## src/rtl/mealy_pkg.sv

```systemverilog
// rtl/mealy_pkg.sv - state encodings and transition table of the lab 6-state Mealy encoder
// Shared by the encoder and the decoder so both always agree on the table.
package mealy_pkg;

    localparam int NUM_STATES = 6;

    typedef enum logic [2:0] {
        S0 = 3'b000,
        S1 = 3'b001,
        S2 = 3'b010,
        S3 = 3'b011,
        S4 = 3'b100,
        S5 = 3'b101
    } state_t;

    function automatic logic [2:0] mealy_next(input logic [2:0] s, input logic i);
        case (s)
            S0:      return i ? S2 : S0;
            S1:      return i ? S4 : S0;
            S2:      return i ? S1 : S5;
            S3:      return i ? S2 : S3;
            S4:      return i ? S4 : S2;
            S5:      return i ? S4 : S3;
            default: return S0;
        endcase
    endfunction

    function automatic logic mealy_out(input logic [2:0] s, input logic i);
        case (s)
            S0:      return i;
            S1:      return 1'b1;
            S2:      return ~i;
            S3:      return ~i;
            S4:      return 1'b1;
            S5:      return 1'b0;
            default: return 1'b0;
        endcase
    endfunction

endpackage

```

## src/rtl/mealy_step.sv

```systemverilog
// rtl/mealy_step.sv - combinational (state, in) -> (next, out) lookup of the Mealy encoder
module mealy_step
    import mealy_pkg::*;
(
    input  logic [2:0] state_i,
    input  logic       in_i,
    output logic [2:0] next_o,
    output logic       out_o
);

    assign next_o = mealy_next(state_i, in_i);
    assign out_o  = mealy_out(state_i, in_i);

endmodule

```

## src/rtl/mealy_seq_decoder.sv

```systemverilog
// rtl/mealy_seq_decoder.sv - survivor-path decoder recovering encoder input bits DEPTH symbols late
// Keeps one path per still-consistent encoder state; ties go to the lowest source state, then input 0.
module mealy_seq_decoder
    import mealy_pkg::*;
#(
    parameter int DEPTH = 4
) (
    input  logic                  clk,
    input  logic                  rst,
    input  logic                  in_valid,
    input  logic                  in_bit,
    output logic                  out_valid,
    output logic                  out_bit,
    output logic                  amb,
    output logic                  err,
    output logic [NUM_STATES-1:0] alive
);

    localparam int            CW       = $clog2(DEPTH + 1);
    localparam logic [CW-1:0] CNT_FULL = CW'(DEPTH);

    logic [2:0] step_next [NUM_STATES][2];
    logic       step_out  [NUM_STATES][2];

    for (genvar p = 0; p < NUM_STATES; p++) begin : g_state
        for (genvar i = 0; i < 2; i++) begin : g_in
            mealy_step u_step (
                .state_i(3'(p)),
                .in_i   (1'(i)),
                .next_o (step_next[p][i]),
                .out_o  (step_out[p][i])
            );
        end
    end

    logic [NUM_STATES-1:0] alive_q, alive_d;
    logic [DEPTH-1:0]      path_q [NUM_STATES];
    logic [DEPTH-1:0]      path_d [NUM_STATES];
    logic [CW-1:0]         cnt_q, cnt_d;
    logic                  out_valid_q, out_valid_d;
    logic                  out_bit_q, out_bit_d;
    logic                  amb_q, amb_d;
    logic                  err_q, err_d;

    logic [NUM_STATES-1:0] cand_alive;
    logic [DEPTH-1:0]      cand_path [NUM_STATES];
    logic [CW-1:0]         cnt_inc;
    logic                  pick_bit;
    logic                  found;
    logic                  disagree;

    // Add-compare-select: first matching (p, i) in scan order claims each next state.
    always_comb begin
        cand_alive = '0;
        for (int n = 0; n < NUM_STATES; n++) begin
            cand_path[n] = '0;
        end
        for (int p = 0; p < NUM_STATES; p++) begin
            for (int i = 0; i < 2; i++) begin
                if (alive_q[p] && (step_out[p][i] == in_bit)) begin
                    for (int n = 0; n < NUM_STATES; n++) begin
                        if ((step_next[p][i] == 3'(n)) && !cand_alive[n]) begin
                            cand_alive[n] = 1'b1;
                            cand_path[n]  = {path_q[p][DEPTH-2:0], 1'(i)};
                        end
                    end
                end
            end
        end

        pick_bit = 1'b0;
        found    = 1'b0;
        disagree = 1'b0;
        for (int n = 0; n < NUM_STATES; n++) begin
            if (cand_alive[n]) begin
                if (!found) begin
                    pick_bit = cand_path[n][DEPTH-1];
                    found    = 1'b1;
                end else if (cand_path[n][DEPTH-1] != pick_bit) begin
                    disagree = 1'b1;
                end
            end
        end

        cnt_inc = (cnt_q == CNT_FULL) ? CNT_FULL : cnt_q + 1'b1;
    end

    always_comb begin
        alive_d     = alive_q;
        path_d      = path_q;
        cnt_d       = cnt_q;
        out_valid_d = 1'b0;
        out_bit_d   = out_bit_q;
        amb_d       = amb_q;
        err_d       = 1'b0;
        if (in_valid) begin
            if (cand_alive == '0) begin
                // No consistent state left: drop the symbol and reopen every state.
                err_d   = 1'b1;
                alive_d = '1;
                for (int n = 0; n < NUM_STATES; n++) begin
                    path_d[n] = '0;
                end
                cnt_d = '0;
            end else begin
                alive_d = cand_alive;
                path_d  = cand_path;
                cnt_d   = cnt_inc;
                if (cnt_inc == CNT_FULL) begin
                    out_valid_d = 1'b1;
                    out_bit_d   = pick_bit;
                    amb_d       = disagree;
                end
            end
        end
    end

    always_ff @(posedge clk) begin
        if (rst) begin
            alive_q     <= NUM_STATES'(1);
            for (int n = 0; n < NUM_STATES; n++) begin
                path_q[n] <= '0;
            end
            cnt_q       <= '0;
            out_valid_q <= 1'b0;
            out_bit_q   <= 1'b0;
            amb_q       <= 1'b0;
            err_q       <= 1'b0;
        end else begin
            alive_q     <= alive_d;
            path_q      <= path_d;
            cnt_q       <= cnt_d;
            out_valid_q <= out_valid_d;
            out_bit_q   <= out_bit_d;
            amb_q       <= amb_d;
            err_q       <= err_d;
        end
    end

    assign alive     = alive_q;
    assign out_valid = out_valid_q;
    assign out_bit   = out_bit_q;
    assign amb       = amb_q;
    assign err       = err_q;

endmodule

```

## config.mk

```make
export PLATFORM = sky130hd
export DESIGN_NAME = mealy_seq_decoder
export DESIGN_NICKNAME = d
export VERILOG_FILES = /design/src/rtl/mealy_pkg.sv /design/src/rtl/mealy_step.sv /design/src/rtl/mealy_seq_decoder.sv
export SDC_FILE = /design/constraint.sdc
export NUM_CORES = 1
export LEC_CHECK = 0
export ABC_CLOCK_PERIOD_IN_PS = 4230
export CORE_UTILIZATION = 40
export DETAILED_ROUTE_END_ITERATION = 16
export REMOVE_ABC_BUFFERS = 1
export SETUP_SLACK_MARGIN = 0.05
export SYNTH_ARGS = -nofsm -noshare
export SYNTH_HDL_FRONTEND = slang
export SYNTH_SLANG_ARGS = --single-unit
```

## constraint.sdc

```tcl
create_clock -name clk -period 4.23 [get_ports clk]
set_input_delay 1.269 -clock clk [delete_from_list [all_inputs] [get_ports clk]]
set_output_delay 1.269 -clock clk [all_outputs]
set_load 0.01 [all_outputs]
```

==> results of run 1 <==
## stage by stage
step / power, uW / std cells / utilization
3_3_place_gp: 360 / 222 / 0.464
3_5_place_dp: 360 / 222 / 0.464
4_1_cts: 507 / 226 / 0.477
5_1_grt: 530 / 226 / 0.477
2_1_floorplan: 323 / 160 / -
6_report: 505 / 226 / 0.477
## final timing paths
kind | startpoint | depth (start not counted) | endpoint
max | in_bit | 8 | path_q[5]
min | path_q[1] | 2 | path_q[1]
max reg2reg | alive[2] | 6 | amb
min reg2reg | path_q[1] | 2 | path_q[1]
## critical path: stages
cell and delay, ns:
clkdlybuf4s50_1 0.82, mux2i_2 0.40, o21ai_2 0.14, o21a_1 0.20, buf_4 0.20, nand2_1 0.12, a2bb2oi_1 0.19, nor2_1 0.06
## cells by family (layout without fill, tap and decap cells)
kind of cell / after synthesis / count (layout) / synth area share
AO/OA/AOI/OAI: 49 / 49 / 0.236
buffers and inverters: 23 / 28 / 0.0899
XOR/XNOR: 3 / 3 / 0.0175
flip-flops: 27 / 27 / 0.360
AND/OR/NAND/NOR: 65 / 65 / 0.238
adder cells (fa/ha/maj): 2 / 2 / 0.0167
multiplexers: 6 / 6 / 0.0425
## routing by layer
layer,vias up,wire [microns],GRT usage
li1,635,-,-
met1,616,1570,0.252
met2,36,1690,0.304
met3,2,199,0.0326
met4,0,12,0.0426
met5,-,0,0
## final cells by class
type / instances / share of cell area
Clock buffer: 4 / 0.0273
Inverter: 8 / 0.0182
Multi-Input combinational cell: 125 / 0.500
Sequential cell: 27 / 0.327
Tap cell: 46 / 0.0348
Timing Repair Buffer: 16 / 0.0924
## report_power, final
| part | switching, uW | internal [uW] |
|---|---|---|
| sequential | 16.5 | 262 |
| combinational | 42.5 | 34.1 |
| clock | 82.1 | 67.6 |
## registers in the layout (all words and copies together), names as in the netlist
register	flops
out_bit	1
cnt_q	3
path_q	14
err	1
out_valid	1
amb	1
alive	6
## synthesized netlist by cell type (all sizes together), types with 3 or more instances
cell type / instances
nand3: 4
nor2: 23
a22oi: 6
inv: 7
nand2: 13
a211oi: 3
dfxtp: 27
o21ai: 7
a21oi: 15
mux2i: 6
a311oi: 3
buf: 9
clkbuf: 6
nand4: 4
nor2b: 5
nor4b: 3
## cells in the final DEF, fill, tap and decap left out, types with 3 or more instances in the layout
cell type / n
nand4_1: 4
nand2_1: 13
buf_4: 3
a21oi_1: 14
clkbuf_8: 3
nor2b_1: 4
nand3_1: 4
a311oi_1: 3
inv_1: 7
nor2_1: 23
mux2i_1: 5
o21ai_0: 5
a211oi_1: 3
a22oi_1: 6
clkdlybuf4s50_1: 13
dfxtp_1: 27
==> key figures, run 1 <==
Drt
  • Drc violations: 0
  • Routed Antenna Nets: 0
  • WL per Instance: 15.3 microns
  • Drt via density: 5.70
  • Total Wirelength: 3.47 mm
  • Routed via count: 1289
  • Drt initial violations: 85
  • DR pass1 iterations: 4

Die
  • DIE WIDTH: 63.3 microns
  • Initial core utilization: 0.433
  • Rows: 21
  • Die height: 63.3 microns
  • Core Box Area: 3470 sq um
  • IO Pins: 14
  • Full die area: 4010 sq um

Pwr
  • Worst vdd ir: 0.145 mV
  • P per Cell Area: 305 nW/um^2
  • Leak pwr: 0.000592 uW

GRT
  • Global-route wire length before repair: 5.92 mm
  • Antenna violations before repair: 0
  • Grt ovf: 0
  • GRT Overall Usage: 0.186
  • Vias in the first global route: 1218
  • Largest net degree at the start of global routing: 28

Yosys
  • Synth cell types: 49
  • Post-synth top area share: 0.360
  • Post-synth top area cell: dfxtp_1
  • Avg Cell Area, Syn: 8.59 sq um
  • Synth Cell Area: 1500 sq um
  • Register area share after synthesis: 0.360
  • FFs w/ async S/R, synth: 0
  • Number of synthesized flops with an enable pin: 0
  • Synth Warn #: 0
  • Flops & latches, synth: 27
  • Largest cells by area after synthesis: dfxtp_1 (36%), nor2_1 (5.7%), a21oi_1 (4.7%), mux2i_1 (3.3%), nand2_1 (3.2%)
  • Mapped Cells: 175
  • Post-synth top flop: dfxtp_1

CTS
  • Cts hold-fix bufs: 0
  • CTS tree: yes
  • Worst-Skew Late Latency: 0.27 ns
  • Clock transition at path regs: 0.09 ns
  • Clk root buf: clkbuf_8
  • CTS Buffer Depth: 2
  • Number of gates resized after cts: 0
  • CTS Sinks: 27
  • H-tree levels: 1
  • Num CTS Buffers: 3
  • Postcts setup bufs: 0

Timing
  • RSZ-0062 raised after global routing: false
  • Tightest Pin Transition: 1.00 ns
  • Final period utilization: 0.776
  • Final setup violation count: 0
  • Slew HR: 0.329
  • Hold Fails Final Rpt: 0
  • Post-route setup slack: 0.947 ns
  • Worst Skew: 0.00428 ns
  • Final hold slack: 0.464 ns
  • Setup TNS: 0 ns
  • Slew Viols, Final: 0
  • Fmax: 0.305 GHz
  • Post-route minimum period: 3.28 ns

Setup path
  • Setup slack, reg-to-reg: 2.29 ns
  • CP max FO: 17
  • Worst setup EP type: register
  • Required @ worst endpoint: 4.36 ns
  • Crit path kind: input port to register
  • CP Launch Type: input port
  • Worst Path Arrival: 3.41 ns

Finish
  • Ant. Diodes: 0
  • Layout area overhead: 9.99%
  • Fraction of final layout cells sized beyond drive strength 1: 0.106
  • FILL cells: 366
  • Sequential Area: 541 sq um
  • Final net count: 187
  • Finished Cell Area: 1650 sq um
  • Footprint of the multi-input gates: 827 sq um

Placed design
  • PortBufs: 13
  • Hpwl dp: 2.42 mm
  • Routability cong.: 0.897
  • Post-place setup slack: 0.664 ns
  • Dpl cell area: 1610 sq um

Outcome
  • Status: completed

Job
  • Max Cap Viol: 0

Worst hold path
  • Hold Crit Class: register to register
Power figures use the tool's default switching activity.
==> inputs of run 2 (changes only) <==
--- a/config.mk
+++ b/config.mk
@@ -5,7 +5,7 @@
 export SDC_FILE = /design/constraint.sdc
 export NUM_CORES = 1
 export LEC_CHECK = 0
-export ABC_CLOCK_PERIOD_IN_PS = 4230
+export ABC_CLOCK_PERIOD_IN_PS = 3100
 export CORE_UTILIZATION = 40
 export DETAILED_ROUTE_END_ITERATION = 16
 export REMOVE_ABC_BUFFERS = 1
==> constraint.sdc (replaced) <==
create_clock -name clk -period 3.1 [get_ports clk]
set_input_delay 0.93 -clock clk [delete_from_list [all_inputs] [get_ports clk]]
set_output_delay 0.93 -clock clk [all_outputs]
set_load 0.01 [all_outputs]
==> run 2 against run 1 <==
Critical path type unchanged. Highest routed layer unchanged. Hold slack hardly changed. Routed wire length is 2.7% lower. Final area is 3.5% higher.
==> key figures, run 2 (same netlist as run 1, synthesis figures left out) <==
Die
  • Rows: 21 (unchanged)
  • Full die area: 4010 sq um (unchanged)
  • IO Pins: 14 (unchanged)
  • Initial core utilization: 0.433 (unchanged)
  • Die height: 63.3 microns (unchanged)
  • Core Box Area: 3470 sq um (unchanged)
  • DIE WIDTH: 63.3 microns (unchanged)

Drt
  • Total Wirelength: 3.38 mm (-2.7%)
  • WL per Instance: 14.6 microns (-5.2%)
  • Drt initial violations: 105 (+24%)
  • Drc violations: 0 (unchanged)
  • Routed via count: 1327 (+2.9%)
  • DR pass1 iterations: 4 (unchanged)
  • Routed Antenna Nets: 0 (unchanged)
  • Drt via density: 5.72 (+0.29%)

Finish
  • Footprint of the multi-input gates: 827 sq um (unchanged)
  • Finished Cell Area: 1710 sq um (+3.5%)
  • Ant. Diodes: 0 (unchanged)
  • Layout area overhead: 13.8%
  • FILL cells: 352 (-3.8%)
  • Fraction of final layout cells sized beyond drive strength 1: 0.134 (+0.0289)
  • Sequential Area: 541 sq um (unchanged)
  • Commonest non-fill, non-tap cell in the layout: dfxtp_1
  • Most frequent cells in the layout: dfxtp_1 (27), nor2_1 (23), a21oi_1 (14)
  • Max reg flops: 14 (unchanged)
  • Final net count: 193 (+3.2%)
  • Top reg by flops: path_q

Worst hold path
  • Hold Crit Class: register to register
  • Worst hold stages: 2 (unchanged)

CTS
  • Clk root buf: clkbuf_8
  • Postcts setup bufs: 0 (unchanged)
  • CTS Sinks: 27 (unchanged)
  • CTS tree: yes
  • H-tree levels: 1 (unchanged)
  • Clock transition at path regs: 0.09 ns (about the same)
  • Num CTS Buffers: 3 (unchanged)
  • Worst-Skew Late Latency: 0.27 ns (about the same)
  • CTS Buffer Depth: 2 (unchanged)
  • Cts hold-fix bufs: 0 (unchanged)
  • Number of gates resized after cts: 0 (unchanged)

Timing
  • Hold Fails Final Rpt: 0 (unchanged)
  • Final setup violation count: 0 (unchanged)
  • RSZ-0062 raised after global routing: false
  • Slew HR: 0.626 (+0.296)
  • Tightest Pin Transition: 0.560 ns (-0.443 ns)
  • Worst Skew: 0.00177 ns (-0.00251 ns)
  • Post-route minimum period: 2.70 ns
  • Final period utilization: 0.872
  • Setup TNS: 0 ns (unchanged)
  • Fmax: 0.370 GHz
  • Slew Viols, Final: 0 (unchanged)

Setup path
  • Worst Path Arrival: 2.84 ns (-0.57 ns)
  • CP Buf/Inv Count: 2 (unchanged)
  • Critical Path Stages: 8 (unchanged)
  • CP max FO: 28 (+11)
  • CP Launch Type: input port
  • CP max stage delay: 0.51 ns (-0.31 ns)
  • Worst setup EP type: register
  • Delay-heaviest family, CP: buffers and inverters
  • Crit path kind: input port to register
  • Critical path's slowest cell: clkdlybuf4s50_1
  • Required @ worst endpoint: 3.23 ns (-1.13 ns)
  • R2R cell count: 6 (unchanged)
  • Worst-path cell chain: clkdlybuf4s50_1 -> buf_12 -> and3b_1 -> a311o_1 -> a21oi_2 -> nor3_1 -> nor4b_2 -> a221oi_2

GRT
  • Largest net degree at the start of global routing: 29 (+3.6%)
  • Grt ovf: 0 (unchanged)
  • Antenna violations before repair: 0 (unchanged)
  • GRT Overall Usage: 0.179 (-0.00648)
  • Vias in the first global route: 1217 (-0.082%)
  • Global-route wire length before repair: 5.65 mm (-4.5%)

Placed design
  • PortBufs: 13 (unchanged)
  • Routability cong.: 0.914 (+1.9%)
  • Hpwl dp: 2.47 mm (+2.4%)
  • Dpl cell area: 1670 sq um (+3.6%)

Pwr
  • P per Cell Area: 403 nW/um^2 (+32%)
  • Worst vdd ir: 0.194 mV (+34%)
  • Leak pwr: 0.000625 uW (+5.6%)

Outcome
  • Status: completed

Job
  • Max Cap Viol: 0 (unchanged)
[run 2: metal layers]
layer	GRT usage	share of wire	vias up
met5	0	0	-
met4	0.0767	0.015	0
met3	0.0344	0.035	6
met2	0.278	0.46	29
met1	0.240	0.49	643
li1	-	-	649
[run 2: worst register-to-register path, cell delays in order, from the launching register on]
cell,delay [ns]
dfxtp_1,0.68
nor4_2,0.14
o21ai_2,0.24
o21a_1,0.20
nand2_1,0.16
nor4b_2,0.34
a221oi_2,0.09
[run 2: per-stage QoR]
| step | power (uW) | util | instances | hold WS, ns | setup slack (ns) |
|---|---|---|---|---|---|
| floorplan | 441 | - | 160 | 0.431 | 0.716 |
| global placement | 500 | 0.480 | 228 | 0.451 | 0.186 |
| detailed placement | 502 | 0.480 | 228 | 0.452 | 0.115 |
| CTS | 697 | 0.493 | 232 | 0.466 | 0.409 |
| global route | 731 | 0.493 | 232 | 0.488 | 0.333 |
| finish | 690 | 0.493 | 232 | 0.464 | 0.396 |
[run 2: power breakdown]
group	leakage (uW)	internal, uW	switching [uW]
combinational	0.000383	54.7	60.1
clock	0.0000228	91.9	103
sequential	0.000220	358	22.5
total	0.000625	504	186
[run 2: path summary, 6_finish.rpt]
path,startpoint,to,slack (ns)
max,in_bit,amb,0.40
min,amb,amb,0.46
max reg2reg,alive[0],amb,1.13
min reg2reg,amb,amb,0.46
[run 2: final cells by class]
| class | count | share of cell area |
|---|---|---|
| clock buffer | 4 | 0.0263 |
| sequential | 27 | 0.316 |
| inverter | 8 | 0.0176 |
| multi-input combinational | 125 | 0.484 |
| tap | 46 | 0.0337 |
| timing repair buffer | 22 | 0.123 |
